File: src/rtl/ctrl_pkg.sv
// Shared types and constants for the multicycle datapath control unit.
// Ports: none (package).
// Holds the controller state enum, opcode/ALU encodings and the output bundle.
package ctrl_pkg;

  localparam int CTRL_ALU_OP_W = 3;
  localparam int CTRL_OPCODE_W = 3;

  typedef enum logic [3:0] {
    FETCH  = 4'd0,
    DECODE = 4'd1,
    MEM_RD = 4'd2,
    WB_MEM = 4'd3,
    MEM_WR = 4'd4,
    JMP    = 4'd5,
    BR     = 4'd6,
    EXE_R  = 4'd7,
    EXE_I  = 4'd8,
    WB_ALU = 4'd9
  } state_t;

  localparam logic [CTRL_OPCODE_W-1:0] OP_LOAD  = 3'b000;
  localparam logic [CTRL_OPCODE_W-1:0] OP_STORE = 3'b001;
  localparam logic [CTRL_OPCODE_W-1:0] OP_JUMP  = 3'b010;
  localparam logic [CTRL_OPCODE_W-1:0] OP_BZ    = 3'b011;
  localparam logic [CTRL_OPCODE_W-1:0] OP_ALU   = 3'b100;
  localparam logic [CTRL_OPCODE_W-1:0] OP_ADDI  = 3'b101;

  localparam logic [CTRL_ALU_OP_W-1:0] ALU_ADD   = 3'b000;
  localparam logic [CTRL_ALU_OP_W-1:0] ALU_SUB   = 3'b001;
  localparam logic [CTRL_ALU_OP_W-1:0] ALU_AND   = 3'b010;
  localparam logic [CTRL_ALU_OP_W-1:0] ALU_OR    = 3'b011;
  localparam logic [CTRL_ALU_OP_W-1:0] ALU_NOT   = 3'b100;
  localparam logic [CTRL_ALU_OP_W-1:0] ALU_PASSB = 3'b101;

  // Every control line the datapath consumes, in one packed bundle.
  typedef struct packed {
    logic                     pc_write;
    logic                     pc_write_cond;
    logic                     ir_write;
    logic                     mem_read;
    logic                     mem_write;
    logic                     sel_adr_pc;
    logic                     sel_adr_ir;
    logic                     sel_alu_reg;
    logic                     sel_alu_imm;
    logic                     sel_dst_ir;
    logic                     sel_dst_r0;
    logic                     sel_wr_alu;
    logic                     sel_wr_mem;
    logic                     sel_wr_imm;
    logic                     rf_write;
    logic [CTRL_ALU_OP_W-1:0] alu_op;
    logic                     busy;
  } ctrl_out_t;

  // Reg-reg function field to ALU operation; the two unused codes fall back to add.
  function automatic logic [CTRL_ALU_OP_W-1:0] func_to_alu(input logic [2:0] f);
    return (f > ALU_PASSB) ? ALU_ADD : f;
  endfunction

endpackage

File: src/rtl/ctrl_output_decoder.sv
// Purpose: state -> control bundle decode; the only place selects are driven.
// Latency: combinational, zero cycles.
// Backpressure: mem_ready only gates the FETCH-cycle IR/PC loads.
// Ports: i_state (current FSM state), i_func (IR[12:10]), i_mem_ready, o_ctrl (bundle).
module ctrl_output_decoder
  import ctrl_pkg::*;
(
  input  state_t     i_state,
  input  logic [2:0] i_func,
  input  logic       i_mem_ready,
  output ctrl_out_t  o_ctrl
);

  always_comb begin
    o_ctrl      = '0;
    o_ctrl.busy = 1'b1;
    unique case (i_state)
      FETCH: begin
        o_ctrl.busy       = 1'b0;
        o_ctrl.sel_adr_pc = 1'b1;
        o_ctrl.mem_read   = 1'b1;
        o_ctrl.alu_op     = ALU_ADD;
        // IR and PC+1 only commit on the cycle the instruction word is delivered.
        o_ctrl.ir_write   = i_mem_ready;
        o_ctrl.pc_write   = i_mem_ready;
      end
      DECODE: ;
      MEM_RD: begin
        o_ctrl.sel_adr_ir = 1'b1;
        o_ctrl.mem_read   = 1'b1;
      end
      WB_MEM: begin
        o_ctrl.sel_wr_mem = 1'b1;
        o_ctrl.sel_dst_r0 = 1'b1;
        o_ctrl.rf_write   = 1'b1;
      end
      MEM_WR: begin
        o_ctrl.sel_adr_ir = 1'b1;
        o_ctrl.mem_write  = 1'b1;
      end
      JMP: o_ctrl.pc_write = 1'b1;
      BR: begin
        // The zero-flag qualification of the branch happens in the datapath.
        o_ctrl.alu_op        = ALU_SUB;
        o_ctrl.sel_alu_reg   = 1'b1;
        o_ctrl.pc_write_cond = 1'b1;
      end
      EXE_R: begin
        o_ctrl.sel_alu_reg = 1'b1;
        o_ctrl.alu_op      = func_to_alu(i_func);
      end
      EXE_I: begin
        o_ctrl.sel_alu_imm = 1'b1;
        o_ctrl.alu_op      = ALU_ADD;
      end
      WB_ALU: begin
        o_ctrl.sel_wr_alu = 1'b1;
        o_ctrl.sel_dst_ir = 1'b1;
        o_ctrl.rf_write   = 1'b1;
      end
      default: ;
    endcase
  end

endmodule

File: src/rtl/multicycle_controller.sv
// Purpose: control FSM for the 8-bit multicycle datapath (state register + next state).
// Latency: LOAD/ALU 4 cycles, STORE/JUMP/BZ 3, NOP 2 with memory always ready.
// Backpressure: FETCH, MEM_RD and MEM_WR hold until mem_ready; reset forces all lines low.
// Ports: clk, rst (sync, active high), opcode, func, zero, mem_ready in;
//        PC/IR/memory/RF enables, mux selects, alu_op and busy out.
module multicycle_controller
  import ctrl_pkg::*;
#(
  parameter int ALU_OP_WIDTH = 3,
  parameter int OPCODE_WIDTH = 3
) (
  input  logic                    clk,
  input  logic                    rst,
  input  logic [OPCODE_WIDTH-1:0] opcode,
  input  logic [2:0]              func,
  input  logic                    zero,
  input  logic                    mem_ready,
  output logic                    pc_write,
  output logic                    pc_write_cond,
  output logic                    ir_write,
  output logic                    mem_read,
  output logic                    mem_write,
  output logic                    sel_adr_pc,
  output logic                    sel_adr_ir,
  output logic                    sel_alu_reg,
  output logic                    sel_alu_imm,
  output logic                    sel_dst_ir,
  output logic                    sel_dst_r0,
  output logic                    sel_wr_alu,
  output logic                    sel_wr_mem,
  output logic                    sel_wr_imm,
  output logic                    rf_write,
  output logic [ALU_OP_WIDTH-1:0] alu_op,
  output logic                    busy
);

  state_t    r_state;
  state_t    w_next;
  ctrl_out_t w_dec;
  ctrl_out_t w_out;
  logic      w_zero_unused;

  // The branch decision is taken by the datapath from pc_write_cond & zero.
  assign w_zero_unused = zero;

  always_ff @(posedge clk) begin
    if (rst) r_state <= FETCH;
    else     r_state <= w_next;
  end

  always_comb begin
    w_next = FETCH;
    unique case (r_state)
      FETCH:  w_next = mem_ready ? DECODE : FETCH;
      DECODE: begin
        case (opcode)
          OP_LOAD:  w_next = MEM_RD;
          OP_STORE: w_next = MEM_WR;
          OP_JUMP:  w_next = JMP;
          OP_BZ:    w_next = BR;
          OP_ALU:   w_next = EXE_R;
          OP_ADDI:  w_next = EXE_I;
          default:  w_next = FETCH;  // 11x decodes as a no-op
        endcase
      end
      MEM_RD: w_next = mem_ready ? WB_MEM : MEM_RD;
      WB_MEM: w_next = FETCH;
      MEM_WR: w_next = mem_ready ? FETCH : MEM_WR;
      JMP:    w_next = FETCH;
      BR:     w_next = FETCH;
      EXE_R:  w_next = WB_ALU;
      EXE_I:  w_next = WB_ALU;
      WB_ALU: w_next = FETCH;
      default: w_next = FETCH;
    endcase
  end

  ctrl_output_decoder u_dec (
    .i_state     (r_state),
    .i_func      (func),
    .i_mem_ready (mem_ready),
    .o_ctrl      (w_dec)
  );

  // Reset masks the bundle so an access in flight is dropped without a write.
  assign w_out = rst ? '0 : w_dec;

  assign pc_write      = w_out.pc_write;
  assign pc_write_cond = w_out.pc_write_cond;
  assign ir_write      = w_out.ir_write;
  assign mem_read      = w_out.mem_read;
  assign mem_write     = w_out.mem_write;
  assign sel_adr_pc    = w_out.sel_adr_pc;
  assign sel_adr_ir    = w_out.sel_adr_ir;
  assign sel_alu_reg   = w_out.sel_alu_reg;
  assign sel_alu_imm   = w_out.sel_alu_imm;
  assign sel_dst_ir    = w_out.sel_dst_ir;
  assign sel_dst_r0    = w_out.sel_dst_r0;
  assign sel_wr_alu    = w_out.sel_wr_alu;
  assign sel_wr_mem    = w_out.sel_wr_mem;
  assign sel_wr_imm    = w_out.sel_wr_imm;
  assign rf_write      = w_out.rf_write;
  assign alu_op        = ALU_OP_WIDTH'(w_out.alu_op);
  assign busy          = w_out.busy;

endmodule

File: config.mk
export PLATFORM = sky130hd
export DESIGN_NAME = multicycle_controller
export DESIGN_NICKNAME = d
export VERILOG_FILES = /design/src/rtl/ctrl_pkg.sv /design/src/rtl/ctrl_output_decoder.sv /design/src/rtl/multicycle_controller.sv
export SDC_FILE = /design/constraint.sdc
export NUM_CORES = 1
export LEC_CHECK = 0
export ABC_AREA = 1
export CAP_MARGIN = 20
export CORE_AREA = 2 2 39 41
export DETAILED_ROUTE_END_ITERATION = 7
export DIE_AREA = 0 0 41 43
export DONT_BUFFER_PORTS = 1
export HOLD_SLACK_MARGIN = 0.06
export MAX_ROUTING_LAYER = met4
export PLACE_DENSITY_LB_ADDON = 0.05
export SYNTH_ARGS = -nofsm -noshare
export SYNTH_HDL_FRONTEND = slang
export SYNTH_HIERARCHICAL = 1
export SYNTH_SLANG_ARGS = --single-unit
File: constraint.sdc
create_clock -name clk -period 1.1 [get_ports clk]
set_input_delay 0.22 -clock clk [delete_from_list [all_inputs] [get_ports clk]]
set_output_delay 0.22 -clock clk [all_outputs]
set_load 0.03 [all_outputs]
Word level (Yosys, flattened, before mapping)
Index checks and enable logic that the tools add are counted.
- reductions and logical operators: 7
- muxes and demuxes: 21
- $lt $le $gt $ge: 1
- equality and inequality tests: 14
- operator list (kind ; number):
    4-bit case mux with 6 select lines ; 1
    4-bit case mux with 5 select lines ; 1
    19-bit two-way mux ; 1
    4-bit by 3-bit equality test with 1-bit output (second input constant) ; 4
    1-bit two-way mux ; 14
    2-bit OR reduction ; 5
    4-bit by 2-bit equality test with 1-bit output (second input constant) ; 2
    4-bit equality test (second input constant) ; 2
    3-bit by 2-bit equality test with 1-bit output (second input constant) ; 2
    3-bit equality test (second input constant) ; 2
    3-bit two-way mux ; 2
    3-bit case mux with 2 select lines ; 1
    4-bit by 1-bit equality test with 1-bit output (second input constant) ; 1
    4-bit logical NOT ; 1
    3-bit by 1-bit equality test with 1-bit output (second input constant) ; 1
    3-bit > comparator (second input constant) ; 1
    3-bit logical NOT ; 1
    1-bit case mux with 2 select lines ; 1
- bits in registers: 4
- output and inout port bits: 19

Longest topological paths before layout
Gate-level depths: netlist (run 1).
- depth in word-level cells: 4
- gate-level depth with buffers: 7

By module
The synthesis (run 1) kept the hierarchy.
- modules (own cells, without submodules) (module ; seq. area each (um2) ; instances ; cells each ; area each (um2)):
    multicycle_controller ; 80.1 ; 1 ; 85 ; 430.4
    ctrl_output_decoder ; 0.0 ; 1 ; 43 ; 186.4

Least setup slack after synthesis (run 1)
Ideal clock, no wire load.
- kind: reg2out
- start point: reg r_state[0]
- end point: out sel_dst_ir
- path buffers: 1
- slack: -0.412 ns
- arrival: 1.292 ns
- stages on the path, launching flop included: 8
- cell sequence: dfxtp_1 > inv_2 > nor2_2 > nand2_1 > inv_1 > buf_4 > inv_1 > nor2_1
- RTL lines (element ; RTL line ; text):
    from (decl) ; multicycle_controller.sv:37 ; state_t r_state;
    from (signal assigned) ; multicycle_controller.sv:48 ; else r_state <= w_next;
    to (decl) ; multicycle_controller.sv:27 ; output logic sel_dst_ir,

==> results of run 1 <==
[where the power goes]
| group | total, W | switching (W) | leakage, nW | internal (W) |
|---|---|---|---|---|
| registers | 0.000176 | 0.0000237 | 0.0356 | 0.000152 |
| logic | 0.000346 | 0.000212 | 0.390 | 0.000134 |
| clock network | 0.000175 | 0.0000532 | 0.0138 | 0.000122 |
[metrics by stage]
stage / setup TNS [ns] / hold WS, ns
floorplan: -0.330 / 0.279
global placement: -0.446 / 0.289
detailed placement: -0.515 / 0.289
CTS: -4.77 / 0.184
global route: -6.26 / 0.185
finish: -4.92 / 0.192
[layer usage]
metal  vias up  share of wire (%)  wire, um
li1        387                  -         -
met1       309                 41       583
met2        18                 55       787
met3         0                4.3        61
met4         0                  0         0
met5         -                  0         0
[placed cells by master (no fill, tap or decap)]
| cell | n |
|---|---|
| sky130_fd_sc_hd__nor2_4 | 21 |
| sky130_fd_sc_hd__inv_1 | 20 |
| sky130_fd_sc_hd__nand2_1 | 16 |
| sky130_fd_sc_hd__inv_2 | 15 |
| sky130_fd_sc_hd__nor2_1 | 10 |
| sky130_fd_sc_hd__nor2_2 | 7 |
| sky130_fd_sc_hd__nand2_2 | 7 |
| sky130_fd_sc_hd__buf_6 | 7 |
| sky130_fd_sc_hd__nand3_1 | 5 |
| sky130_fd_sc_hd__nand3_2 | 5 |
| sky130_fd_sc_hd__a21oi_2 | 4 |
| sky130_fd_sc_hd__buf_4 | 4 |
| sky130_fd_sc_hd__dfxtp_4 | 4 |
| sky130_fd_sc_hd__clkbuf_4 | 3 |
| sky130_fd_sc_hd__inv_4 | 2 |
| sky130_fd_sc_hd__nor3_1 | 1 |
| sky130_fd_sc_hd__clkinv_2 | 1 |
| sky130_fd_sc_hd__nand3b_1 | 1 |
| sky130_fd_sc_hd__o21ai_0 | 1 |
| sky130_fd_sc_hd__dlygate4sd3_1 | 1 |
| sky130_fd_sc_hd__nand4_1 | 1 |
| sky130_fd_sc_hd__o21ai_1 | 1 |
| sky130_fd_sc_hd__conb_1 | 1 |
[path summary, 6_finish.rpt]
kind                            depth (start not counted)          to       start
worst max-delay path                                    5  sel_adr_ir  r_state[1]
worst min-delay path                                    2  r_state[2]   mem_ready
worst max register to register                          7  r_state[1]  r_state[3]
worst min register to register                          3  r_state[1]  r_state[1]
[area by class of cell]
type | count | area (um2)
multi-input cells | 81 | 564
fillers | 122 | 414
inverters | 38 | 149
repair buffers | 12 | 119
flip-flops and latches | 4 | 95.1
clock buffers | 3 | 22.5
well taps | 16 | 20.0
[kinds of logic (layout without fill, tap and decap cells)]
family                 Yosys count  in the layout  synth area share (%)
AOI/OAI and AO/OA                6              6                  4.87
buffers and inverters           43             53                  28.4
DFF                              4              4                  13.0
other                            1              1                 0.608
and+or+nand+nor                 74             74                  53.1
[critical path, cell delays in order, from the launching register on]
cell and delay (ns):
sky130_fd_sc_hd__dfxtp_4 0.37, sky130_fd_sc_hd__nor2_4 0.16, sky130_fd_sc_hd__nand2_2 0.08, sky130_fd_sc_hd__o21ai_1 0.07, sky130_fd_sc_hd__inv_1 0.08, sky130_fd_sc_hd__nor2_4 0.21
[repair_timing]
item | in CTS | in global routing
resized for setup | 14 | 29
hold buffers | 1 | 0
endpoints found under the hold margin | 4 | 0
gates cloned | 0 | 0
buffers inserted | 2 | 1
setup endpoints to repair | 18 | 22
pin swaps | 11 | 17
==> impl_metrics.tcl, run 1 <==
set metrics [dict create \
    regToRegSetupSlack_ns -0.11 \
    number_of_global_route_vias_before_repair 589 \
    fp.dieArea_um2 1760 \
    critical_path.endpoint_type "output port" \
    timing.slew.headroom_pct 63.8 \
    core_area_um2 1380 \
    postSynthRegisterBits 4 \
    antenna-diode-count 0 \
    yosys-top-cells-count "sky130_fd_sc_hd__inv_1 (33), sky130_fd_sc_hd__nor2_1 (33), sky130_fd_sc_hd__nand2_1 (22)" \
    power.density_nw_per_um2 719 \
    global_route.overflow_total 0 \
    syn-num-nets 138 \
    hpwl_dp_um 1020 \
    final_area_um2 970 \
    utilization_pct 70.1 \
    post_synth_inst_count 128 \
    final_period_minus_worst_setup_slack_ns 1.42 \
    global_route.usage.met3_pct 2.09 \
    synth-edff-count 0 \
    grtUsageMet2_pct 30.3 \
    cts_tree "done" \
    setup_ws_ns -0.322 \
    placed_cells 147 \
    final_max_slew_viol_count 0 \
    clock_sinks 4 \
    cts_root_buf "sky130_fd_sc_hd__clkbuf_4" \
    max_reg_flops 4 \
    final_cell_count_no_fill 154 \
    antenna_left 0 \
    initial_antenna_violation_count 0 \
    std_cell_rows 14 \
    drt_first_pass_iters 5 \
    synthesis.yosys.warnings 6 \
    setup_viol_count_final 22 \
    weighted_congestion_at_the_end_of_routability_driven_global_placement 0.742 \
    outcome "finished with violations" \
    final.setup_skew_ns 0.000685 \
    grt_first_pass_wirelength_um 2160 \
    max_cap_viol_count 0 \
    via_count 714 \
    grtUsageMet1_pct 19.9 \
    worst-slew-pin-transition_ns 0.541 \
    failing_checks "setup timing" \
    drt_drc_violations_left 0 \
    worst_skew_pair.late_latency_ns 0.23 \
    cell_type_with_the_highest_aggregate_area_in_the_netlist "sky130_fd_sc_hd__inv_1" \
    chipWidth_um 41 \
    vias_per_cell 4.64 \
    placement.cell_area_um2 807 \
    syn_area_um2 617 \
    worst_hold_path_type "input pin to flip-flop" \
    layout.nets 150 \
    input_output_buffers 0 \
    clock_tree.buffer_depth 2 \
    ioPinCount 29 \
    layout-area-overhead-vs-synth_pct 57.2 \
    path_class "flip-flop to output port" \
    totalPowerFinal_w 0.000697 \
    avg_cell_area_syn_um2 4.82 \
    cp_max_fo 7 \
    total_routing_resource_utilization_after_global_routing_pct 17.7 \
    leakagePower_nw 0.439 \
    gr-max-usage-layer "met2" \
    final-hold-violation-count 0 \
    yosysUniqueCellTypes 19 \
    timing.final.crit_share_pct 129 \
    required_ns 0.88 \
    biggest_register "r_state" \
    die_h_um 43 \
    synth.area.top_cells "sky130_fd_sc_hd__inv_1 (20%), sky130_fd_sc_hd__nor2_1 (20%), sky130_fd_sc_hd__nand2_1 (13%), sky130_fd_sc_hd__dfxtp_1 (13%), sky130_fd_sc_hd__nand3_1 (7.3%)" \
    timing.critical_path.arrival_ns 1.20 \
    clkTransAtPathRegs_ns 0.04 \
    yosysSeqAreaShare_pct 13.0 \
    drt_iter0_drc 11 \
    async_flop_share_pct 0 \
    routedWlPerCell_um 9.30 \
    pre_cts_ws_ns -0.124 \
    rsz0062_at_grt "true" \
    initial_utilization_pct 44.6 \
    cts_htree_levels 1 \
    numCtsBuffers 3 \
    synthFlopType "sky130_fd_sc_hd__dfxtp_1" \
    biggestRegsByFlops "r_state (4)" \
    yosysTopAreaCellShare_pct 20.1 \
    layout-drive-gt1-share_pct 58.0 \
    pin_count_of_the_biggest_net_entering_global_routing 21 \
    worst_ir_drop_vdd_mv 0.516 \
    crit_path_launch_type "flip-flop" \
    highest_clock_rate_mhz 703 \
    drt-total-wl_um 1430 \
]
Power figures use the tool's default switching activity.
==> inputs of run 2 (changes only) <==
- CELL_PAD_IN_SITES_DETAIL_PLACEMENT: unset -> 0
- CELL_PAD_IN_SITES_GLOBAL_PLACEMENT: unset -> 1
- CORE_AREA: 2 2 39 41 -> unset
- CORE_MARGIN: unset -> 2
- CORE_UTILIZATION: unset -> 33
- DIE_AREA: 0 0 41 43 -> unset
==> run 2 against run 1 <==
Effect of this change:
- the flow still finishes with violations (setup timing)
- first-iteration DRC count shrank 18%
- die area grew 27%
- via count up 1.8%
- clock power barely moved
- sequential power about the same
- combinational power up 5.8%
- critical path type unchanged
==> impl_metrics.tcl, run 2 (same netlist as run 1, synthesis figures left out) <==
set metrics [dict create \
    outcome "finished with violations" \
    failing_checks "setup timing" \
    cts_tree "done" \
    setup_viol_count_final 21 \
    via_count 727 \
    die_h_um 47.2 \
    cts_root_buf "sky130_fd_sc_hd__clkbuf_4" \
    ioPinCount 29 \
    clock_tree.buffer_depth 2 \
    drt_first_pass_iters 4 \
    max_cap_viol_count 0 \
    weighted_congestion_at_the_end_of_routability_driven_global_placement 0.880 \
    layout.nets 150 \
    global_route.overflow_total 0 \
    highest_clock_rate_mhz 701 \
    area_taken_by_multi_input_logic_gates_um2 592 \
    intPower_w 0.000415 \
    required_ns 0.88 \
    switching_share_pct 42.3 \
    share_of_power_burned_in_registers_pct 24.4 \
    timing.slew.headroom_pct 63.8 \
    final_period_minus_worst_setup_slack_ns 1.43 \
    crit_path_launch_type "flip-flop" \
    final_cell_count_no_fill 163 \
    initial_utilization_pct 35.3 \
    max_reg_flops 4 \
    worst_ir_drop_vdd_mv 0.659 \
    worst-slew-pin-transition_ns 0.541 \
    core_area_um2 1750 \
    worst_skew_pair.late_latency_ns 0.23 \
    layout_commonest_cell "sky130_fd_sc_hd__nor2_4" \
    cts_htree_levels 1 \
    clock_sinks 4 \
    grt_first_pass_wirelength_um 2360 \
    antenna-diode-count 0 \
    timing.critical_path.cells "buf_6 -> nor2_1 -> nand2_1 -> inv_2 -> inv_2 -> nor2_4" \
    initial_antenna_violation_count 0 \
    drt_iter0_drc 9 \
    power.density_nw_per_um2 713 \
    clkTransAtPathRegs_ns 0.04 \
    timing.critical_path.slowest_stage_cell "sky130_fd_sc_hd__dfxtp_4" \
    final_max_slew_viol_count 0 \
    layout-drive-gt1-share_pct 61.6 \
    biggestRegsByFlops "r_state (4)" \
    totalPowerFinal_w 0.000719 \
    placed_cells 155 \
    final.setup_skew_ns 0.00462 \
    hpwl_dp_um 1140 \
    path_class "flip-flop to output port" \
    timing.hold.ws_ns 0.179 \
    antenna_left 0 \
    cp_max_fo 5 \
    pin_count_of_the_biggest_net_entering_global_routing 21 \
    pre_cts_ws_ns -0.117 \
    total_negative_setup_slacks_ns -5.02 \
    chipWidth_um 47.2 \
    fp.dieArea_um2 2230 \
    number_of_global_route_vias_before_repair 564 \
    setup_ws_ns -0.326 \
    input_output_buffers 0 \
    biggest_register "r_state" \
    std_cell_rows 15 \
    worst_hold_path_type "input pin to flip-flop" \
    fillerInstances 187 \
    most_frequent_cells_in_the_layout "sky130_fd_sc_hd__nor2_4 (22), sky130_fd_sc_hd__inv_2 (20), sky130_fd_sc_hd__nand2_1 (16)" \
    vias_per_cell 4.46 \
    p_sw_w 0.000304 \
    rsz0062_at_grt "true" \
    combinationalPowerShare_pct 50.9 \
    seq_area_um2 95.1 \
    path_common_cell "sky130_fd_sc_hd__inv_2" \
    cp_slowest_stage_delay_ns 0.36 \
    routedWlPerCell_um 9.57 \
    leakagePower_nw 0.462 \
    clock_power_share_pct 24.8 \
    timing.final.crit_share_pct 130 \
    drt-total-wl_um 1560 \
    timing.critical_path.arrival_ns 1.21 \
    final-hold-violation-count 0 \
    total_routing_resource_utilization_after_global_routing_pct 15.4 \
    numCtsBuffers 3 \
    drt_drc_violations_left 0 \
    layout-area-overhead-vs-synth_pct 63.7 \
    critical_path.endpoint_type "output port" \
]
==> run 2: power by group through the flow <==
stage / Sequential [W] / Clock [W] / Combinational, W
floorplan: 0.000177 / 0 / 0.000240
global placement: 0.000170 / 0 / 0.000265
detailed placement: 0.000170 / 0 / 0.000269
CTS: 0.000174 / 0.000188 / 0.000307
global route: 0.000177 / 0.000190 / 0.000407
finish: 0.000175 / 0.000178 / 0.000366
==> run 2: worst max-delay path, delay by kind of cell (launching register included) <==
kind / cells / cell delay (ns)
simple gates: 3 / 0.37
buf+inv: 3 / 0.24
flops: 1 / 0.36
==> run 2: repair_timing <==
item	in CTS	in global routing
hold buffers	1	0
setup endpoints to repair	19	22
pin swaps	11	13
endpoints found under the hold margin	4	0
setup buffers	2	3
cloned	0	0
resized for setup	22	33
==> run 2: area by class of cell <==
type / instances / share of cell area, %
Inverter: 38 / 14.9
Sequential cell: 4 / 9.42
Clock buffer: 3 / 2.23
Tap cell: 25 / 3.10
Multi-Input combinational cell: 81 / 58.6
Timing Repair Buffer: 12 / 11.8
==> run 2: path summary, 6_finish.rpt <==
check	end	cells past startpoint	slack [ns]	startpoint
max	sel_dst_ir	6	-0.33	r_state[2]
min	r_state[2]	2	0.18	mem_ready
max reg2reg	r_state[2]	6	-0.03	r_state[1]
min reg2reg	r_state[1]	3	0.75	r_state[1]
==> run 2: per-stage QoR <==
stage,utilization [%],instance area [um2]
2_1_floorplan,-,759
3_3_place_gp,46.5,811
3_5_place_dp,46.5,811
4_1_cts,52.7,920
5_1_grt,57.8,1010
6_report,57.8,1010
==> run 2: routing by layer <==
layer  global-route usage (%)  vias to the layer above  routed length [um]
met3                     3.85                        0                  71
li1                         -                      389                   -
met2                     23.5                       22                 819
met5                        -                        -                   0
met1                     19.5                      316                 669
met4                     5.00                        0                   0
==> variant: new RTL, config.mk and constraints of run 1 <==
Change the parameter `ALU_OP_WIDTH` from 3 to 5.
--- a/src/rtl/multicycle_controller.sv
+++ b/src/rtl/multicycle_controller.sv
@@ -8,3 +8,3 @@
 #(
-  parameter int ALU_OP_WIDTH = 3,
+  parameter int ALU_OP_WIDTH = 5,
   parameter int OPCODE_WIDTH = 3
Ports: changed (resized alu_op); port bits go from 29 to 31. No check against the original RTL was run, so the function may have changed too.
==> variant against run 1 <==
The flow still finishes with violations (setup timing). Via count decreased by 0.42%. Die area unchanged. Power fell by 0.63%. Clock skew about the same. Design area down 0.26%. Sequential cell count unchanged. Setup slack improved by 0.035 ns. Synthesized area is 3.0% higher. Routed wire length is 0.70% lower. Synthesized cell count rose by 2.3%. Largest power group unchanged.
==> variant: results (changes against run 1) <==
** Detailed routing
- Routed wire length on met3 :: 57 um (-6.6%)
- Via count :: 711 (-0.42%)

** Placement
- Half-perimeter wire length of the detailed placement result :: 1090 um (+7.2%)
- The number of instances in the placed design was 149 (+1.4%).
- Worst Setup Slack post-DPL :: -0.129 ns (-0.00498 ns)
- Post-placement cell area :: 815 um2 (+0.93%)

** Final layout
- The total of fill cells in the finished design came to 135 (+11%).
- The filler-free cell count of the finished design came to 156 (+1.3%).

** GRT
- The global routing usage on met2 is 0.294 (-0.00937).
- GR Util All Layers :: 0.181 (+0.00412)
- The global-route track usage on met1 was 0.215 (+0.0161).
- The via count of the first global-routing pass was 586 (-0.51%).

** Timing
- The setup-violating endpoint count in the final report was 22 (unchanged).
- Largest clock skew in the final design :: 0.000777 ns (+0.0000927 ns)
- The worst hold slack is 0.200 ns (+0.00811 ns).
- Minimum setup slack in the final design :: -0.287 ns (+0.0348 ns)
- The slew at the pin closest to its max-slew limit was 0.537 ns (-0.00346 ns).

** Power
- The worst voltage drop across the vdd grid was 650 uV (+26%).

** Setup path
- The register-to-register setup slack is -0.02 ns (+0.09 ns).
- Largest delay share family, worst path :: flip-flops
- The logic depth of the worst register-to-register path is 6 (-1).
- The delay of the slowest cell on the worst path was 0.39 ns (+0.02 ns).
- Arrival time at the worst endpoint :: 1.17 ns (-0.03 ns)
- Launch point of the worst path :: r_state[2]$_SDFF_PP0_

** Yosys
- Synth top cells by count :: sky130_fd_sc_hd__inv_1, sky130_fd_sc_hd__nor2_1, sky130_fd_sc_hd__nand2_1

** Status
- Status :: complete, but fails checks
- Violations in the final reports :: setup timing
## variant: cell families (layout without fill, tap and decap cells)
| logic type | count (synthesis) | in the layout | share of synthesized area |
|---|---|---|---|
| simple gates | 74 | 74 | 0.516 |
| other cells | 2 | 3 | 0.0118 |
| buf+inv | 45 | 53 | 0.299 |
| flops | 4 | 4 | 0.126 |
| compound gates | 6 | 6 | 0.0472 |
## variant: power by group through the flow
stage | Sequential, mW | Clock [mW] | Combinational, mW
after global placement | 0.173 | 0 | 0.275
after CTS | 0.173 | 0.181 | 0.313
after detailed placement | 0.173 | 0 | 0.280
final | 0.175 | 0.175 | 0.342
after floorplan | 0.177 | 0 | 0.254
after global routing | 0.177 | 0.197 | 0.378
## variant: cell type report
class | instances | area [um2] | share of cell area
clock buffers | 3 | 22.5 | 0.0233
inverters | 38 | 149 | 0.154
multi-input cells | 83 | 577 | 0.596
flip-flops and latches | 4 | 95.1 | 0.0983
well taps | 16 | 20.0 | 0.0207
repair buffers | 12 | 104 | 0.107
